File: config.mk
export PLATFORM = sky130hd
export DESIGN_NAME = ad7124_read_scheduler
export DESIGN_NICKNAME = d
export VERILOG_FILES = /design/src/rtl/ad7124_read_scheduler.sv
export SDC_FILE = /design/constraint.sdc
export NUM_CORES = 1
export LEC_CHECK = 0
export CAP_MARGIN = 10
export CORE_ASPECT_RATIO = 1.4
export CORE_UTILIZATION = 45
export CTS_BUF_LIST = sky130_fd_sc_hd__clkbuf_8
export DETAILED_ROUTE_END_ITERATION = 12
export PLACE_DENSITY = 0.81
export SYNTH_ARGS = -nofsm -noshare
export SYNTH_HDL_FRONTEND = slang
export SYNTH_SLANG_ARGS = --single-unit
File: constraint.sdc
create_clock -name PL_clk -period 3.04 [get_ports PL_clk]
set_clock_uncertainty 0.1 [all_clocks]
set_input_delay 0.304 -clock PL_clk [delete_from_list [all_inputs] [get_ports PL_clk]]
set_output_delay 0.304 -clock PL_clk [all_outputs]
set_load 0.005 [all_outputs]
File: src/rtl/ad7124_read_scheduler.sv
// AD7124-8 STATUS-poll / DATA-read scheduler over a single-transaction SPI command/response engine.
// Optional poll timeout: define AD7124_SCHED_TIMEOUT_EN.
module ad7124_read_scheduler #(
  parameter int unsigned GAP_CYCLES = 900,
  parameter int unsigned MAX_POLLS  = 255,
  parameter int unsigned NUM_CH     = 8
) (
  input  logic        PL_clk,
  input  logic        PL_USER_RST_N,
  input  logic        start,
  input  logic [15:0] ch_mask,
  output logic        cmd_valid,
  input  logic        cmd_ready,
  output logic [7:0]  cmd_byte,
  output logic [1:0]  cmd_nbytes,
  input  logic        resp_valid,
  input  logic [23:0] resp_data,
  output logic        result_valid,
  output logic [3:0]  result_ch,
  output logic [23:0] result_data,
  output logic        frame_done,
  output logic        busy,
  output logic        timeout_err
);

  localparam int unsigned GW = (GAP_CYCLES > 1) ? $clog2(GAP_CYCLES) : 1;
  localparam int unsigned PW = $clog2(MAX_POLLS + 1);
  localparam logic [15:0] CH_VALID   = 16'((33'd1 << NUM_CH) - 33'd1);
  localparam logic [7:0]  CMD_STATUS = 8'h40;
  localparam logic [7:0]  CMD_DATA   = 8'h42;

  typedef enum logic [2:0] {
    S_IDLE, S_POLL_REQ, S_POLL_WAIT, S_READ_REQ, S_READ_WAIT, S_GAP
  } state_t;

  state_t          r_state;
  logic [15:0]     r_mask;
  logic [15:0]     r_seen;
  logic [3:0]      r_ch;
  logic [GW-1:0]   r_gap_cnt;
  logic [PW-1:0]   r_poll_cnt;

  logic [15:0]     w_mask_in;
  logic [15:0]     w_seen_nxt;
  logic            w_ch_ok;
  logic [PW-1:0]   w_poll_nxt;
  logic            w_poll_limit;

  assign w_mask_in  = ch_mask & CH_VALID;
  assign w_seen_nxt = r_seen | (16'd1 << r_ch);
  assign w_ch_ok    = ({1'b0, r_ch} < 5'(NUM_CH)) && r_mask[r_ch];
  assign w_poll_nxt = r_poll_cnt + PW'(1);

  // Main scheduler: every command and result field is registered here.
  always_ff @(posedge PL_clk or negedge PL_USER_RST_N) begin
    if (!PL_USER_RST_N) begin
      r_state      <= S_IDLE;
      r_mask       <= '0;
      r_seen       <= '0;
      r_ch         <= '0;
      r_gap_cnt    <= '0;
      r_poll_cnt   <= '0;
      cmd_valid    <= 1'b0;
      cmd_byte     <= 8'h00;
      cmd_nbytes   <= 2'd0;
      result_valid <= 1'b0;
      result_ch    <= 4'h0;
      result_data  <= 24'h0;
      frame_done   <= 1'b0;
      busy         <= 1'b0;
    end else begin
      result_valid <= 1'b0;
      frame_done   <= 1'b0;
      case (r_state)
        S_IDLE: begin
          if (start && (w_mask_in != 16'h0)) begin
            r_mask     <= w_mask_in;
            r_seen     <= '0;
            r_poll_cnt <= '0;
            cmd_valid  <= 1'b1;
            cmd_byte   <= CMD_STATUS;
            cmd_nbytes <= 2'd1;
            busy       <= 1'b1;
            r_state    <= S_POLL_REQ;
          end
        end
        // An accepted command is already in flight, so the handshake wins over a falling start.
        S_POLL_REQ, S_READ_REQ: begin
          if (cmd_ready) begin
            cmd_valid <= 1'b0;
            r_state   <= (r_state == S_POLL_REQ) ? S_POLL_WAIT : S_READ_WAIT;
          end else if (!start) begin
            cmd_valid <= 1'b0;
            busy      <= 1'b0;
            r_state   <= S_IDLE;
          end
        end
        S_POLL_WAIT: begin
          if (resp_valid) begin
            if (!start) begin
              busy    <= 1'b0;
              r_state <= S_IDLE;
            end else if (!resp_data[7]) begin
              r_ch       <= resp_data[3:0];
              cmd_valid  <= 1'b1;
              cmd_byte   <= CMD_DATA;
              cmd_nbytes <= 2'd3;
              r_state    <= S_READ_REQ;
            end else begin
              r_poll_cnt <= w_poll_limit ? '0 : w_poll_nxt;
              r_gap_cnt  <= '0;
              r_state    <= S_GAP;
            end
          end
        end
        S_READ_WAIT: begin
          if (resp_valid) begin
            r_poll_cnt <= '0;
            if (!start) begin
              busy    <= 1'b0;
              r_state <= S_IDLE;
            end else begin
              if (w_ch_ok) begin
                result_valid <= 1'b1;
                result_ch    <= r_ch;
                result_data  <= resp_data;
                if (w_seen_nxt == r_mask) begin
                  frame_done <= 1'b1;
                  r_seen     <= '0;
                end else begin
                  r_seen <= w_seen_nxt;
                end
              end
              r_gap_cnt <= '0;
              r_state   <= S_GAP;
            end
          end
        end
        S_GAP: begin
          if (r_gap_cnt == GW'(GAP_CYCLES - 1)) begin
            if (start) begin
              cmd_valid  <= 1'b1;
              cmd_byte   <= CMD_STATUS;
              cmd_nbytes <= 2'd1;
              r_state    <= S_POLL_REQ;
            end else begin
              busy    <= 1'b0;
              r_state <= S_IDLE;
            end
          end else begin
            r_gap_cnt <= r_gap_cnt + GW'(1);
          end
        end
        default: begin
          cmd_valid <= 1'b0;
          busy      <= 1'b0;
          r_state   <= S_IDLE;
        end
      endcase
    end
  end

`ifdef AD7124_SCHED_TIMEOUT_EN
  assign w_poll_limit = (w_poll_nxt == PW'(MAX_POLLS));

  // Sticky timeout flag; cleared only when a new session is requested from IDLE.
  always_ff @(posedge PL_clk or negedge PL_USER_RST_N) begin
    if (!PL_USER_RST_N) begin
      timeout_err <= 1'b0;
    end else if ((r_state == S_IDLE) && start) begin
      timeout_err <= 1'b0;
    end else if ((r_state == S_POLL_WAIT) && resp_valid && start && resp_data[7] && w_poll_limit) begin
      timeout_err <= 1'b1;
    end
  end
`else
  assign w_poll_limit = 1'b0;
  assign timeout_err  = 1'b0;
`endif

endmodule

==> results.py, run 1 <==
metrics = {
    "synthesis": {
        "ys_warn_count": 0,
        "synth_area_leaders": "dfrtp_1, mux2_1, mux2_2",
        "post_synth.cell_area_avg_um2": 11.2,
        "mappedNetlistArea_um2": 3650,
        "synth-edff-count": 0,
        "synth_top_area_share": 0.514,
        "synth_cell_types": 54,
        "synth_area_leader_cell": "dfrtp_1",
        "ys_seq_area_frac": 0.514,
        "synth_cells": 327,
        "synth_ff_type": "dfrtp_1",
        "synth-seq-cells": 75,
        "ys_async_sr_fraction": 1.00,
    },
    "route": {
        "routed_wl_um": 7790,
        "dr.pass1.iters": 4,
        "drtAntennaViolNets": 0,
        "drc": 0,
        "first_iter_violations": 196,
        "routedWlPerCell_um": 15.5,
        "viasPerCell": 5.53,
        "num_vias": 2777,
    },
    "sta": {
        "slew_headroom": 0.387,
        "holdWs_ns": -0.0196,
        "period_needed_ns": 2.59,
        "report.final.slew_viol_count": 0,
        "max_freq_mhz": 386,
        "tightest_slew_ns": 0.920,
        "rsz0062_at_grt": "false",
        "fin_crit_sh": 0.853,
        "finalSetupViolations": 0,
        "hold_violations": 14,
        "finalSetupTns_ns": 0,
    },
    "placement": {
        "place_congestion": 0.871,
        "place_hpwl_um": 5580,
        "port_buffers": 72,
    },
    "grt": {
        "antenna_found_initial": 0,
        "grt_overflow_total": 0,
        "track_usage": 0.199,
        "grt_max_degree": 76,
        "grt_pass1_vias": 2867,
        "grt_pass1_wl_um": 13100,
    },
    "cells_and_area": {
        "drive_above_1_share": 0.119,
        "syn_to_final_growth_pct": 24.9,
        "antenna_cells": 0,
        "fin_util": 0.585,
        "nFillCells": 687,
        "final_nets": 445,
        "regArea_um2": 1880,
        "multi_input_area_um2": 1620,
    },
    "worst_setup_path": {
        "critPathMaxFanout": 25,
        "worstSetupPathType": "register to register",
        "cp.required_ns": 3.17,
        "start_kind": "register",
        "cp-end-kind": "register",
        "cp_data_arrival_time_ns": 2.72,
    },
    "power": {
        "p_leak_nw": 2.05,
        "vdd_drop_max_uv": 453,
        "power.total_mw": 3.70,
        "p_per_area_nw_per_um2": 811,
    },
    "floorplanning": {
        "die_w_um": 78.2,
        "core_um2": 7800,
        "die-area_um2": 8490,
        "rows": 38,
        "io_pins": 88,
        "die_height_um": 109,
        "initial_utilization": 0.469,
    },
    "run_status": {
        "violations": "negative hold slack",
        "status": "finished, violations left",
    },
    "clock_network": {
        "cts_root_buf": "clkbuf_8",
        "post_cts_resized": 0,
        "clkSlewWorstSetupHoldPaths_ns": 0.07,
        "htreeDepth": 3,
        "ctsHoldBuffers": 0,
        "cts_setup_buffers": 0,
        "cts_tree": "built",
        "clock-sinks": 75,
        "clock_path_buffers": 2,
        "numCtsBuffers": 9,
        "insertion_delay_ns": 0.35,
    },
    "hold_path": {
        "worstHoldPathType": "input pin to asynchronous set/reset pin",
    },
    "run": {
        "cap_violations": 0,
    },
}
[final timing paths]
path	endpoint	depth (start not counted)	slack, ns	start
worst max-delay path	result_data[22]	6	0.45	r_state[1]
worst min-delay path	r_state[1]	1	-0.02	PL_USER_RST_N
worst max register to register	result_data[22]	6	0.45	r_state[1]
worst min register to register	result_data[18]	1	0.38	result_data[18]
max in group asynchronous	result_data[21]	1	2.26	PL_USER_RST_N
min in group PL_clk	result_data[18]	1	0.38	result_data[18]
[Yosys cell counts (2+ instances only)]
library cell  instances
dfrtp_1              75
mux2_1               22
nor2_1               22
nand2_1              18
o21ai_0              18
mux2_2               15
nand3_1              14
a21oi_1              12
buf_4                11
and2_1               10
nor3_1               10
xnor2_1               8
nor2b_1               7
and3_1                6
clkbuf_1              6
a31oi_1               4
buf_2                 4
buf_6                 4
mux2_4                4
nand3b_1              4
nor3_2                4
o21bai_1              4
nor4_1                3
o21ai_1               3
a211oi_1              2
and2b_1               2
nand2b_1              2
nor3b_1               2
nor4b_1               2
o31ai_1               2
o41ai_1               2
or3_1                 2
or4b_1                2
[cell type report]
class	count	share of cell area
clock inverter	5	0.00411
sequential	75	0.411
inverter	1	0.00110
tap	100	0.0274
clock buffer	9	0.0271
timing repair buffer	80	0.173
multi-input combinational	232	0.356
[report_power, final]
part           switching [mW]  internal, mW
Combinational           0.641         0.827
Sequential              0.317          1.31
Clock                   0.332         0.272
Total                    1.29          2.41
[layout by cell type, fill, tap and decap left out, types with 3 or more instances in the layout]
cell / netlist / final
o21ai_0: 18 / 18
xnor2_1: 8 / 8
clkdlybuf4s50_1: 0 / 71
o21bai_1: 4 / 4
nand3b_1: 4 / 4
dfrtp_1: 75 / 75
mux2_4: 4 / 4
a21oi_1: 12 / 12
nor3_2: 4 / 4
nor2b_1: 7 / 7
and3_1: 6 / 6
buf_4: 11 / 8
mux2_2: 15 / 15
nor2_1: 22 / 22
nor4_1: 3 / 3
mux2_1: 22 / 22
conb_1: 1 / 7
and2_1: 10 / 10
inv_1: 0 / 5
nand3_1: 14 / 14
nand2_1: 18 / 18
a31oi_1: 4 / 4
nor3_1: 10 / 10
clkbuf_8: 0 / 9
o21ai_1: 3 / 3
[cells by family after synthesis]
family | count (synthesis) | synth area share
simple gates | 114 | 0.174
flops | 75 | 0.514
fa+ha+maj | 1 | 0.00342
other cells | 1 | 0.00103
buf+inv | 26 | 0.0479
xor+xnor | 9 | 0.0216
mux | 43 | 0.139
compound gates | 58 | 0.0990
[critical path, cell delays in order, from the launching register on]
cell and delay, ns:
dfrtp_1 0.49, and2b_1 0.31, or4b_1 0.44, or3_4 0.41
clkinv_2 0.15, buf_12 0.20, mux2_1 0.35
[registers in the layout, summed over array words and instances (netlist names)]
| signal | cells |
|---|---|
| r_gap_cnt | 10 |
| cmd_valid | 1 |
| frame_done | 1 |
| cmd_nbytes | 1 |
| cmd_byte | 1 |
| result_ch | 4 |
| r_mask | 8 |
| result_valid | 1 |
| busy | 1 |
| result_data | 24 |
| r_seen | 16 |
| r_ch | 4 |
| r_state | 3 |
[layer usage]
layer	share of wire	vias to the layer above	routed length, um	global-route usage
li1	-	1298	-	-
met1	0.40	1382	3100	0.221
met4	0.033	0	261	0.108
met5	0	-	0	0
met2	0.54	72	4180	0.357
met3	0.032	25	253	0.0393
[stage by stage]
step / worst slack [ns] / instances / instance area (um2) / hold slack (ns)
detailed placement: 0.211 / 488 / 4420 / 0.373
floorplan: 0.850 / 333 / 3680 / -0.0916
global placement: 0.270 / 488 / 4420 / 0.350
finish: 0.447 / 502 / 4560 / -0.0196
CTS: 0.437 / 502 / 4560 / 0.0321
global route: 0.281 / 502 / 4560 / 0.0712
No activity file was read; power rests on OpenSTA's default activity.
==> run 2, diff against run 1 <==
--- a/config.mk
+++ b/config.mk
@@ -5,12 +5,13 @@
 export SDC_FILE = /design/constraint.sdc
 export NUM_CORES = 1
 export LEC_CHECK = 0
+export ABC_AREA = 1
 export CAP_MARGIN = 10
 export CORE_ASPECT_RATIO = 1.4
 export CORE_UTILIZATION = 45
 export CTS_BUF_LIST = sky130_fd_sc_hd__clkbuf_8
 export DETAILED_ROUTE_END_ITERATION = 12
-export PLACE_DENSITY = 0.81
+export PLACE_DENSITY = 0.8
 export SYNTH_ARGS = -nofsm -noshare
 export SYNTH_HDL_FRONTEND = slang
 export SYNTH_SLANG_ARGS = --single-unit
==> run 2 against run 1 <==
The flow finishes with violations (design-rule violations, negative hold slack). Sequential share of layout area shrank 2.6 points. Worst setup slack gained 0.32 ns. Maximum frequency grew 14%. Wire length grew 9.3%. Critical path depth grew 3. Global-route usage grew 0.89 points. First-iteration DRC count shrank 38%. Synthesized cell count grew 59%. Sequential power shrank 4%.
==> results.py, run 2 <==
metrics = {
    "synthesis": {
        "ys_top_cells_by_count": "nand2_1, dfrtp_1, inv_1",
        "synth_top_area_share": 0.476,
        "synth_xor_area_frac": 0.00889,
        "synth_top_family_by_area": "simple AND/OR/NAND/NOR gates",
        "post_synth.cell_area_avg_um2": 7.57,
        "mappedNetlistArea_um2": 3940,
        "ys_warn_count": 0,
        "synth_cell_types": 34,
        "ys_async_sr_fraction": 1.00,
        "synth_area_leaders": "dfrtp_1, nand2_1, inv_1",
        "synth_ff_type": "dfrtp_1",
        "synth.most_common_cell": "nand2_1",
        "synth-seq-cells": 75,
        "synth-edff-count": 0,
        "ys_seq_area_frac": 0.476,
        "synth_area_leader_cell": "dfrtp_1",
        "synth_cells": 520,
        "synth_fa_ha_area_frac": 0.00318,
        "muxShareOfSynthArea": 0,
        "yosys.area_share.simple": 0.327,
        "synth-compound-area-share": 0.0864,
    },
    "run": {
        "cap_violations": 0,
    },
    "worst_setup_path": {
        "cp-end-kind": "register",
        "reg2reg_slack_ns": 0.76,
        "ff2ff_path_depth": 9,
        "cp_data_arrival_time_ns": 2.44,
        "cp.required_ns": 3.20,
        "r2r_end": "r_seen[9]",
        "r2r_start": "r_state[1]",
        "start_kind": "register",
        "critPathMaxFanout": 21,
        "worstSetupPathType": "register to register",
    },
    "route": {
        "drc": 1,
        "routed_wl_um": 8520,
        "routedWlPerCell_um": 12.2,
        "drtAntennaViolNets": 0,
        "first_iter_violations": 121,
        "num_vias": 3531,
        "dr.pass1.iters": 8,
        "viasPerCell": 5.06,
    },
    "power": {
        "switchingPower_mw": 1.66,
        "p_per_area_nw_per_um2": 854,
        "power_frac_clock": 0.190,
        "p_leak_nw": 2.37,
        "internal-power_mw": 2.50,
        "vdd_drop_max_uv": 629,
        "power.total_mw": 4.16,
        "sw_frac_of_total": 0.399,
        "pwr-share-comb": 0.432,
        "pwr-share-seq": 0.377,
    },
    "cells_and_area": {
        "mostFrequentLayoutCell": "nand2_1",
        "final_nets": 634,
        "drive_above_1_share": 0.0793,
        "antenna_cells": 0,
        "largestRegisters": "result_data: 24 flops, r_seen: 16 flops, r_gap_cnt: 10 flops",
        "syn_to_final_growth_pct": 23.7,
        "largest_register_ff_count": 24,
        "regMostFlops": "result_data",
        "final_cells": 698,
        "fin_area_um2": 4870,
        "final_cell_mix": "nand2_1, dfrtp_1, clkdlybuf4s50_1, inv_1, nor2_1",
        "nFillCells": 788,
    },
    "sta": {
        "rsz0062_at_grt": "false",
        "fin_crit_sh": 0.749,
        "report.final.slew_viol_count": 0,
        "finalSetupTns_ns": 0,
        "finalSetupViolations": 0,
        "max_freq_mhz": 439,
        "slew_headroom": 0.400,
        "hold_violations": 73,
        "tightest_slew_ns": 0.900,
        "period_needed_ns": 2.28,
        "holdWs_ns": -0.0132,
    },
    "placement": {
        "dp_cells": 682,
        "place_congestion": 0.923,
        "placed_area_um2": 4660,
        "port_buffers": 72,
        "place_hpwl_um": 6280,
    },
    "clock_network": {
        "clkSlewWorstSetupHoldPaths_ns": 0.08,
        "numCtsBuffers": 9,
        "clock_path_buffers": 2,
        "insertion_delay_ns": 0.36,
        "ctsHoldBuffers": 0,
        "cts_root_buf": "clkbuf_8",
        "clock-sinks": 75,
        "cts_tree": "built",
        "cts_setup_buffers": 0,
        "htreeDepth": 3,
        "post_cts_resized": 0,
    },
    "floorplanning": {
        "die_w_um": 81.1,
        "core_um2": 8560,
        "die-area_um2": 9140,
        "initial_utilization": 0.460,
        "rows": 40,
        "io_pins": 88,
        "die_height_um": 113,
    },
    "hold_path": {
        "worstHoldPathType": "input pin to asynchronous set/reset pin",
    },
    "run_status": {
        "status": "finished, violations left",
        "violations": "design-rule violations, negative hold slack",
    },
    "grt": {
        "grt_overflow_total": 0,
        "grt_pass1_wl_um": 14700,
        "antenna_found_initial": 0,
        "grt_pass1_vias": 3537,
        "grt_max_degree": 76,
        "track_usage": 0.208,
    },
}
run 2: changes by cell type in the layout (fill, tap and decap cells not counted), moves of 10 or more:
cell	previous run	this run
nand2_1	18	191
inv_1	5	54
mux2_1	22	0
nand3_1	14	35
mux2_2	15	0
nor2_1	22	36
nand4_1	0	12
and2_1	10	0
o21ai_0	18	28
run 2: cell type report:
class / instances / area, um2 / share of cell area
clock buffers: 11 / 151 / 0.0311
clock inverters: 5 / 58.8 / 0.0121
inverters: 61 / 229 / 0.0470
multi-input cells: 368 / 1700 / 0.349
flip-flops and latches: 75 / 1880 / 0.385
well taps: 105 / 131 / 0.0270
repair buffers: 73 / 726 / 0.149
run 2: how the worst max path moves through the flow:
stage                      start              end  slack (ns)  cells after the start
finish                r_state[1]        r_seen[9]        0.76                      9
global route             r_ch[2]  result_data[11]        0.51                      8
CTS                      r_ch[2]  result_data[16]        0.75                      8
detailed placement         start       r_seen[14]        0.69                      8
global placement           start       r_seen[15]        0.73                      8
floorplan           r_gap_cnt[0]        r_mask[7]        1.33                     11
run 2: power groups by stage:
stage,Sequential (mW),Clock [mW],Combinational [mW]
global route,1.61,0.851,2.04
detailed placement,1.58,0,1.80
floorplan,1.51,0,1.21
CTS,1.57,0.817,1.82
finish,1.57,0.792,1.80
global placement,1.57,0,1.76
run 2: critical path: stages (launching register included):
cell      delay [ns]
dfrtp_1         0.41
inv_1           0.17
nand2_2         0.12
nor2_4          0.42
nand2_2         0.12
o211ai_2        0.11
a21oi_4         0.10
nand2_4         0.23
inv_1           0.15
o21ai_0         0.22
run 2: cells by family (layout without fill, tap and decap cells):
kind of cell | count (synthesis) | in the layout
other cells | 1 | 7
buf+inv | 83 | 150
compound gates | 58 | 58
xor+xnor | 4 | 4
simple gates | 298 | 298
fa+ha+maj | 1 | 1
flops | 75 | 75
run 2: layer usage:
metal,up-vias,wire (um),track usage
met5,-,0,0
met4,0,333,0.133
met3,30,416,0.0435
met2,105,4310,0.352
met1,1642,3460,0.232
li1,1754,-,-
run 2: through the flow:
| step | utilization | setup WS, ns | hold slack [ns] |
|---|---|---|---|
| final | 0.569 | 0.764 | -0.0132 |
| after global routing | 0.569 | 0.510 | 0.0734 |
| after CTS | 0.569 | 0.754 | 0.0222 |
| after detailed placement | 0.545 | 0.690 | 0.359 |
| after global placement | 0.545 | 0.734 | 0.360 |
| after floorplan | - | 1.33 | -0.0916 |
==> run 3, diff against run 2 <==
==> constraint.sdc (replaced) <==
create_clock -name PL_clk -period 2.15 [get_ports PL_clk]
set_clock_uncertainty 0.1 [all_clocks]
set_input_delay 0.215 -clock PL_clk [delete_from_list [all_inputs] [get_ports PL_clk]]
set_output_delay 0.215 -clock PL_clk [all_outputs]
set_load 0.005 [all_outputs]
==> run 3 against run 2 <==
The run now ends clean. Clock-buffer cell count shrank 1. Sequential cell count is the same. Sequential share of layout area shrank 0.73 points. Design area grew 2.1%. First-iteration DRC count grew 45%.
==> results.py, run 3 (synthesized netlist as in run 2, its figures left out) <==
metrics = {
    "grt": {
        "grt_overflow_total": 0,
        "grt_pass1_vias": 3560,
        "grt_pass1_wl_um": 15200,
        "track_usage": 0.215,
        "antenna_found_initial": 0,
        "grt_max_degree": 40,
    },
    "placement": {
        "dp_cells": 694,
        "place_hpwl_um": 6800,
        "place_congestion": 0.919,
        "place_ws_ns": 0.0915,
        "placed_area_um2": 4770,
        "port_buffers": 72,
    },
    "hold_path": {
        "worstHoldPathType": "input pin to asynchronous set/reset pin",
    },
    "clock_network": {
        "htreeDepth": 3,
        "numCtsBuffers": 9,
        "insertion_delay_ns": 0.36,
        "clkSlewWorstSetupHoldPaths_ns": 0.08,
        "clock_path_buffers": 2,
        "cts_setup_buffers": 0,
        "clock-sinks": 75,
        "cts_tree": "built",
        "cts_root_buf": "clkbuf_8",
    },
    "worst_setup_path": {
        "start_kind": "register",
        "critPathMaxFanout": 12,
        "worstSetupPathType": "register to register",
        "r2r_start": "r_ch[0]",
        "path_buf_inv": 3,
        "crit_family": "simple AND/OR/NAND/NOR gates",
        "cp_data_arrival_time_ns": 2.17,
        "cp.required_ns": 2.35,
        "reg2reg_slack_ns": 0.18,
        "r2r_end": "r_seen[0]",
        "crit_chain": "inv_1 > buf_4 > nand2_1 > nand2_1 > nand2_1 > nand3_1 > nand3_1 > nand2_2 > nand2_4 > buf_12 > nor2_1 > nand2_1 > nand2_1",
        "slowest_stage": "dfrtp_2",
        "cp-end-kind": "register",
        "cp_slowest_stage_delay_ns": 0.48,
        "ff2ff_path_depth": 13,
        "crit_path_frequent_cell": "nand2_1",
    },
    "floorplanning": {
        "die_w_um": 81.1,
        "core_um2": 8560,
        "io_pins": 88,
        "die_height_um": 113,
        "die-area_um2": 9140,
        "rows": 40,
        "initial_utilization": 0.460,
    },
    "route": {
        "viasPerCell": 5.00,
        "first_iter_violations": 175,
        "drc": 0,
        "routed_wl_um": 8950,
        "dr.pass1.iters": 4,
        "drtAntennaViolNets": 0,
        "num_vias": 3554,
        "routedWlPerCell_um": 12.6,
    },
    "sta": {
        "rsz0062_at_grt": "false",
        "period_needed_ns": 1.97,
        "hold_violations": 0,
        "finalSetupTns_ns": 0,
        "fin_ws_ns": 0.180,
        "report.final.slew_viol_count": 0,
        "max_freq_mhz": 508,
        "fin_crit_sh": 0.916,
        "finalSetupViolations": 0,
    },
    "cells_and_area": {
        "largest_register_ff_count": 24,
        "final_nets": 647,
        "fin_area_um2": 4970,
        "drive_above_1_share": 0.102,
        "final_cell_mix": "nand2_1, dfrtp_1, clkdlybuf4s50_1, inv_1",
        "mostFrequentLayoutCell": "nand2_1",
        "final_cells": 711,
        "syn_to_final_growth_pct": 26.3,
        "largestRegisters": "result_data: 24 flops, r_seen: 16 flops, r_gap_cnt: 10 flops",
        "antenna_cells": 0,
        "regMostFlops": "result_data",
        "fin_util": 0.581,
    },
    "run_status": {
        "status": "complete, no violations",
    },
    "power": {
        "p_per_area_nw_per_um2": 1200,
        "vdd_drop_max_uv": 779,
        "p_leak_nw": 2.44,
    },
    "run": {
        "cap_violations": 0,
    },
}
## run 3: metrics by stage
step                      hold slack (ns)  total power [mW]
final                               0.270              5.99
after CTS                           0.266              6.00
after global routing                0.277              6.47
after global placement              0.113              4.87
after detailed placement            0.114              4.96
after floorplan                    -0.181              3.85
## run 3: routing by layer
layer	GRT usage	wire (um)
met5	0	0
met4	0.105	201
met3	0.0492	390
met2	0.364	4650
met1	0.253	3710
## run 3: area by class of cell
cell class | count | area [um2]
Multi-Input combinational cell | 368 | 1710
Fill cell | 785 | 3580
Tap cell | 105 | 131
Clock buffer | 10 | 138
Sequential cell | 75 | 1880
Timing Repair Buffer | 86 | 838
Clock inverter | 6 | 48.8
Inverter | 61 | 229
## run 3: report_power, final
group          internal (mW)  switching, mW  total (mW)
Combinational           1.23           1.55        2.78
Sequential              1.84          0.342        2.18
Clock                  0.464          0.565        1.03
Total                   3.54           2.46        5.99
## run 3: what timing repair did
action,in CTS,in global routing
gates resized for setup,0,5
hold endpoints to repair,37,0
setup endpoints to repair,0,26
hold buffers,1,0
## run 3: how the worst max path moves through the flow
stage | startpoint | end | slack, ns | depth (start not counted)
final | r_ch[0] | r_seen[0] | 0.18 | 13
after global routing | r_ch[0] | r_seen[0] | 0.008 | 13
after CTS | r_ch[0] | r_seen[0] | 0.10 | 11
after detailed placement | ch_mask[5] | r_mask[1] | 0.09 | 10
after global placement | ch_mask[2] | r_mask[2] | 0.14 | 10
after floorplan | r_gap_cnt[0] | r_mask[7] | 0.44 | 11
## run 3: worst register-to-register path: stages, from the launching register on
cell	delay (ns)
dfrtp_2	0.48
inv_1	0.11
buf_4	0.13
nand2_1	0.05
nand2_1	0.05
nand2_1	0.04
nand3_1	0.08
nand3_1	0.14
nand2_2	0.22
nand2_4	0.12
buf_12	0.16
nor2_1	0.10
nand2_1	0.06
nand2_1	0.06
